`src/rtl/uart_transmitter.sv`:
```
// uart_transmitter
//   Serialises one byte per request into an 11-slot frame, one slot per clk:
//   start(0), parity, D7..D0 (MSB first), stop(1). The frame is bracketed by
//   one START cycle and one END cycle, both idle-high, so back-to-back frames
//   are separated by exactly two high cycles. A one-deep pending buffer lets a
//   second byte be queued while a frame is on the line.
//
// Parameters
//   PARITY_ODD  0: parity slot = ^data (even), 1: parity slot = ~^data (odd)
//
// Ports
//   clk        system clock, all state changes on posedge
//   tx_enable  synchronous active-high reset (abandons any frame in progress)
//   tx_start   send request, sampled every cycle (pulse or level)
//   tx_data    byte to send, sampled only when tx_start is accepted
//   tx_out     serial line, idles high
//   tx_busy    high while a frame is in START/SEND/END
//   tx_full    pending buffer occupied; further tx_start is ignored
//   tx_done    one-cycle pulse during the END cycle of each frame
module uart_transmitter #(
    parameter bit PARITY_ODD = 1'b0
) (
    input  logic       clk,
    input  logic       tx_enable,
    input  logic       tx_start,
    input  logic [7:0] tx_data,
    output logic       tx_out,
    output logic       tx_busy,
    output logic       tx_full,
    output logic       tx_done
);

    typedef enum logic [1:0] {
        S_IDLE,
        S_START,
        S_SEND,
        S_END
    } state_t;

    state_t      state;
    logic [10:0] frame;
    logic [3:0]  slot_cnt;
    logic [7:0]  pending;

    function automatic logic [10:0] make_frame(input logic [7:0] d);
        logic par;
        par = PARITY_ODD ? ~^d : ^d;
        return {1'b0, par, d, 1'b1};
    endfunction

    always_ff @(posedge clk) begin
        if (tx_enable) begin
            state    <= S_IDLE;
            frame    <= '1;
            slot_cnt <= '0;
            pending  <= '0;
            tx_out   <= 1'b1;
            tx_busy  <= 1'b0;
            tx_full  <= 1'b0;
            tx_done  <= 1'b0;
        end else begin
            tx_done <= 1'b0;

            // Queue a second byte while a frame is on the line. The END cycle
            // is excluded: there a request either starts the next frame
            // directly (buffer empty) or is ignored (buffer being consumed).
            if ((state == S_START || state == S_SEND) && tx_start && !tx_full) begin
                pending <= tx_data;
                tx_full <= 1'b1;
            end

            case (state)
                S_IDLE: begin
                    tx_out  <= 1'b1;
                    tx_busy <= 1'b0;
                    if (tx_start) begin
                        frame   <= make_frame(tx_data);
                        state   <= S_START;
                        tx_busy <= 1'b1;
                    end
                end

                // Line stays high for this cycle; slot0 goes out at the edge.
                S_START: begin
                    tx_out   <= frame[10];
                    frame    <= {frame[9:0], 1'b1};
                    slot_cnt <= '0;
                    state    <= S_SEND;
                end

                // slot_cnt holds the index of the slot currently on the line.
                S_SEND: begin
                    if (slot_cnt == 4'd10) begin
                        tx_out  <= 1'b1;
                        tx_done <= 1'b1;
                        state   <= S_END;
                    end else begin
                        tx_out   <= frame[10];
                        frame    <= {frame[9:0], 1'b1};
                        slot_cnt <= slot_cnt + 4'd1;
                    end
                end

                S_END: begin
                    tx_out <= 1'b1;
                    if (tx_full) begin
                        frame   <= make_frame(pending);
                        tx_full <= 1'b0;
                        state   <= S_START;
                    end else if (tx_start) begin
                        frame <= make_frame(tx_data);
                        state <= S_START;
                    end else begin
                        state   <= S_IDLE;
                        tx_busy <= 1'b0;
                    end
                end

                default: begin
                    state   <= S_IDLE;
                    tx_out  <= 1'b1;
                    tx_busy <= 1'b0;
                end
            endcase
        end
    end

endmodule
```
`config.mk`:
```
export PLATFORM = sky130hd
export DESIGN_NAME = uart_transmitter
export DESIGN_NICKNAME = d
export VERILOG_FILES = /design/src/rtl/uart_transmitter.sv
export SDC_FILE = /design/constraint.sdc
export NUM_CORES = 1
export LEC_CHECK = 0
export BUFFER_PORTS_ARGS = -buffer_cell sky130_fd_sc_hd__buf_2
export CAP_MARGIN = 20
export CORE_MARGIN = 4
export CORE_UTILIZATION = 45
export CTS_CLUSTER_SIZE = 30
export DETAILED_ROUTE_END_ITERATION = 7
export GPL_ROUTABILITY_DRIVEN = 0
export PLACE_DENSITY = 0.73
export SYNTH_ARGS = -nofsm -noshare
export SYNTH_HDL_FRONTEND = slang
export SYNTH_SLANG_ARGS = --single-unit
```
`constraint.sdc`:
```
create_clock -name clk -period 1.9 [get_ports clk]
set_input_delay 0.19 -clock clk [delete_from_list [all_inputs] [get_ports clk]]
set_output_delay 0.19 -clock clk [all_outputs]
set_load 0.02 [all_outputs]
```
* Yosys cells after proc, flatten, opt, wreduce, memory -nomap -nowiden
Index checks and enable logic that the tools add are counted.
Cells by class: order comparisons 0, equal/unequal tests 9, mux-type cells 21, bitwise gates (word level) 1, shift operators 0, multiply operators 0, $add $sub $neg 1, reduce and logical (&&, ||, !) cells 14, divide/modulo/power cells 0
Operators with widths (count):
- $pmux W11 S4 | 1
- $mux W11 | 3
- $reduce_xor A8 Y1 | 2
- $mux W1 | 10
- $ne A2 B2 Y1 const B | 4
- $pmux W2 S4 | 1
- $pmux W4 S2 | 1
- $add A4 B1 Y4 const B | 1
- $eq A2 B2 Y1 const B | 2
- $eq A4 B4 Y1 const B | 1
- $mux W2 | 2
- $mux W4 | 1
- $reduce_and A2 Y1 | 2
- $reduce_bool A2 Y1 | 2
- $reduce_or A2 Y1 | 2
- $pmux W1 S3 | 1
- $reduce_and A3 Y1 | 1
- $eq A2 B1 Y1 const B | 1
- $logic_and A1 B1 Y1 | 2
- $logic_not A2 Y1 | 1
- $ne A2 B1 Y1 const B | 1
- $pmux W1 S2 | 1
- $logic_not A1 Y1 | 1
- $logic_or A1 B1 Y1 | 1
- $not A1 Y1 | 1
Storage, ports and cells: bits in read-only memories 0, memories 0, register bits after elaboration 29, latch bits 0, input bits 11, bits in writable memories 0, word-level logic and storage cells 54

* Depth between registers and ports, before layout
depth after elaboration 7, depth in mapped cells 7

* Worst setup path after synthesis
Ideal clock, no wire load.
kind register to register, start reg state[0], end reg frame[7], clock period less this slack 1.562 ns, arrival time 1.440 ns, stages on the path, launching flop included 8, data required time 1.778 ns, buffers on the path 1, library setup time 0.122 ns, slack 0.338 ns, path through dfxtp_1 > inv_1 > ha_1 > a21oi_4 > nor2b_2 > buf_6 > o2bb2ai_2 > a221o_1
On the way: cells in the longest elaborated chain, start to end 2
RTL lines:
- from (decl) | line 40 | state_t state;
- from (signal assigned) | line 53 | state <= S_IDLE;
- from (signal assigned) | line 78 | state <= S_START;
- from (signal assigned) | line 88 | state <= S_SEND;
- $eq A2 B2 Y1 (tied with other cells) | line 72 | case (state)
- $pmux W11 S4 / $ne A2 B2 Y1 (equally long branches)
- to (signal assigned) | line 77 | frame <= make_frame(tx_data);
- to (signal assigned) | line 86 | frame <= {frame[9:0], 1'b1};
- to (signal assigned) | line 99 | frame <= {frame[9:0], 1'b1};
- to (decl) | line 41 | logic [10:0] frame;
Several ways; a longest one is shown, not always the timed one. A chain may end at the register's enable or synchronous reset.

* Final worst setup path
start reg state[1], end reg slot_cnt[2]
On the way: cells in the longest elaborated chain, start to end 3
RTL lines:
- $eq A2 B2 Y1 / $eq A2 B1 Y1 (equally long branches) | line 72
- $ne A2 B2 Y1 (no line) / $reduce_bool A2 Y1 (equally long branches)
- $reduce_and A2 Y1 (no line)
- to (signal assigned) | line 100 | slot_cnt <= slot_cnt + 4'd1;
- to (decl) | line 42 | logic [3:0] slot_cnt;
Several ways; a longest one is shown, not always the timed one.

==> flow_metrics.py <==
metrics = {
    "route": {
        "wl_um": 3156,
        "ant_nets": 0,
        "vias": 1275,
        "drt-initial-drc-count": 74,
        "post-route-drc-count": 0,
        "viasPerCell": 5.496,
        "wl_per_cell_um": 13.60,
        "drtPass1Iterations": 4,
    },
    "yosys": {
        "synth_area_leaders": "dfxtp_1 (37%), xnor2_1 (6.8%), mux2i_1 (6.5%), nor2_1 (5.1%), ha_1 (4.8%)",
        "yosys_warnings": 0,
        "synth_fp_nets": 187,
        "synthTopCellsByCount": "dfxtp_1 (29), nor2_1 (21), a21oi_1 (12), xnor2_1 (12), mux2i_1 (10)",
        "ys.flop_type": "dfxtp_1",
        "yosysUniqueCellTypes": 37,
        "syn_inst": 170,
        "async_flop_share_pct": 0,
        "post-synth-top-area-cell": "dfxtp_1",
        "yosysMostFrequentCell": "dfxtp_1",
        "synth_area_per_cell_sq_um": 9.112,
        "post-synth-top-area-fraction_pct": 37.48,
        "netlist_area_sq_um": 1549,
        "synth-edff-count": 0,
        "ys_seq_area_share_pct": 37.48,
        "ys_seq_elements": 29,
    },
    "place": {
        "place_hpwl_um": 2307,
        "io_buffers": 14,
    },
    "min_path": {
        "min_path_type": "primary input to flop",
    },
    "pwr": {
        "fin_total_pwr_w": 0.002644,
        "p_int_w": 0.001546,
        "power_density_nw_per_um2": 1541,
        "clkPwrFrac_pct": 13.8,
        "p_comb_share_pct": 50.6,
        "peakVddDrop_v": 0.0005652,
        "p_sw_share_pct": 41.51,
        "power_frac_seq_pct": 35.6,
        "leakage_nw": 0.7470,
        "power.switching_w": 0.001097,
    },
    "floorplan": {
        "io_pins": 15,
        "die_area_sq_um": 4445,
        "fp-row-count": 21,
        "start_util_pct": 46.42,
        "die_w_um": 66.67,
        "die_h_um": 66.67,
        "core_sq_um": 3337,
    },
    "global_routing": {
        "globalRouteOverflowTotal": 0,
        "grt_pass1_wl_um": 5409,
        "grtUsageTotal_pct": 15.84,
        "antenna_found_initial": 0,
        "first_global_vias": 1194,
        "grt_max_degree": 30,
    },
    "sta": {
        "worstMarginPinSlew_ps": 496.3,
        "rsz0062_at_grt": "no",
        "period_share_pct": 90.11,
        "fmax_mhz": 584.1,
        "slew_headroom_pct": 66.92,
        "fin_skew_ps": 7.430,
        "min_period_ps": 1712,
        "hold_violations": 0,
        "fin_tns_setup_ps": 0,
        "setup_viol": 0,
        "maxSlewViolCount": 0,
    },
    "clock_network": {
        "clkTransAtPathRegs_ps": 100,
        "cts_hold_repair.buffers": 0,
        "cts.sinks": 29,
        "cts_root_buffer": "clkbuf_4",
        "cts_tree": "built",
        "cts_buffer_depth": 2,
        "h-tree-depth": 2,
        "cts_setup_buffers": 0,
        "clock_latency_ps": 330,
        "numCtsBuffers": 5,
    },
    "setup_path": {
        "worstPathArrival_ps": 1980,
        "critical_path.cell_chain": "inv_1, ha_2, buf_4, nand3_1, nor3b_1, a21oi_1, nor2_1",
        "cp_max_fo": 13,
        "slowest_stage": "ha_2",
        "end_kind": "flop",
        "critPathLaunchType": "flop",
        "critPathRequiredTime_ps": 2170,
        "critPathKind": "flop to flop",
        "rrSetupSlack_ps": 190,
        "cpPeakStageDelay_ps": 500,
    },
    "layout": {
        "nFillCells": 337,
        "finish.utilization_pct": 51.41,
        "n_antenna_cell": 0,
        "multiInputGateArea_sq_um": 892.1,
        "seq_area_sq_um": 580.6,
        "finalNetCount": 202,
        "area_delta_synth_final_pct": 10.74,
        "drive_above_1_share_pct": 18.82,
    },
    "status": {
        "status": "complete, no violations",
    },
    "run": {
        "cap_violations": 0,
    },
}
-- placed cells by master (no fill, tap or decap), types with 2 or more instances in the layout --
master and n:
dfxtp_1 29, nor2_1 21, buf_2 14, a21oi_1 12
xnor2_1 12, mux2i_1 10, nand3_1 7, a22oi_1 7
a221o_1 7, nand2_1 7, o2bb2ai_1 6, inv_1 5
o21ai_0 5, ha_1 5, clkbuf_4 5, buf_4 5
nand2b_1 3, nor3_1 3, xor2_1 2, clkinv_2 2
-- sequential cells by signal (all words and copies together), names as in the netlist --
| signal | flops |
|---|---|
| frame | 11 |
| pending | 8 |
| slot_cnt | 4 |
| state | 2 |
| tx_busy | 1 |
| tx_done | 1 |
| tx_full | 1 |
| tx_out | 1 |
-- stage by stage --
stage	std cells	cell area, sq um	hold slack, ps	setup slack (ps)
after CTS	232	1713	120.8	49.94
after floorplan	170	1549	333.9	338.0
after global routing	232	1715	121.1	69.88
after detailed placement	224	1658	447.7	72.07
final	232	1715	136.5	187.9
after global placement	224	1658	440.7	174.8
-- area by class of cell --
class | instances | area share, %
clock inverter | 3 | 1.021
tap | 46 | 3.355
timing repair buffer | 19 | 6.273
multi-input combinational | 124 | 52.01
clock buffer | 5 | 2.188
sequential | 29 | 33.84
inverter | 6 | 1.313
-- repair_timing --
item / CTS / global route
gates resized for setup: 0 / 1
endpoints found under the setup margin: 0 / 2
hold endpoints to repair: 0 / 0
-- per-layer routing --
metal  vias to the layer above  GRT usage [%]  wire length, um
li1                        637              -                -
met1                       607          19.92             1442
met2                        26          25.99             1542
met3                         5          4.216              128
met4                         0          5.330               42
met5                         -              0                0
-- kinds of logic (layout without fill, tap and decap cells) --
kind of cell / after synthesis / in the layout / share of synthesized area [%]
flip-flops: 29 / 29 / 37.48
buffers and inverters: 17 / 33 / 5.088
adder cells (fa/ha/maj): 6 / 6 / 4.846
AND/OR/NAND/NOR: 49 / 49 / 15.59
XOR/XNOR: 14 / 14 / 7.916
AO/OA/AOI/OAI: 45 / 45 / 22.62
multiplexers: 10 / 10 / 6.462
-- worst paths after layout --
check / end / start / cells past startpoint
setup / recovery: slot_cnt[2] / state[1] / 7
hold / removal: pending[2] / tx_data[2] / 3
setup reg to reg: slot_cnt[2] / state[1] / 7
hold reg to reg: frame[10] / frame[9] / 2
-- power by group through the flow --
stage          clock, W  sequential, W  combinational (W)
2_1_floorplan         0       0.000946            0.00106
3_3_place_gp          0       0.000941            0.00129
3_5_place_dp          0       0.000950            0.00133
4_1_cts        0.000383       0.000938            0.00133
5_1_grt        0.000409       0.000962            0.00148
6_report       0.000366       0.000941            0.00134
-- critical path: cells and delay by family (launching register included) --
kind	cells	cell delay, ps
and+or+nand+nor	3	400
adders and majority gates	1	500
AOI/OAI and AO/OA	1	60
buffers and inverters	2	300
DFF	1	390
(Power assumes the default switching activity.)
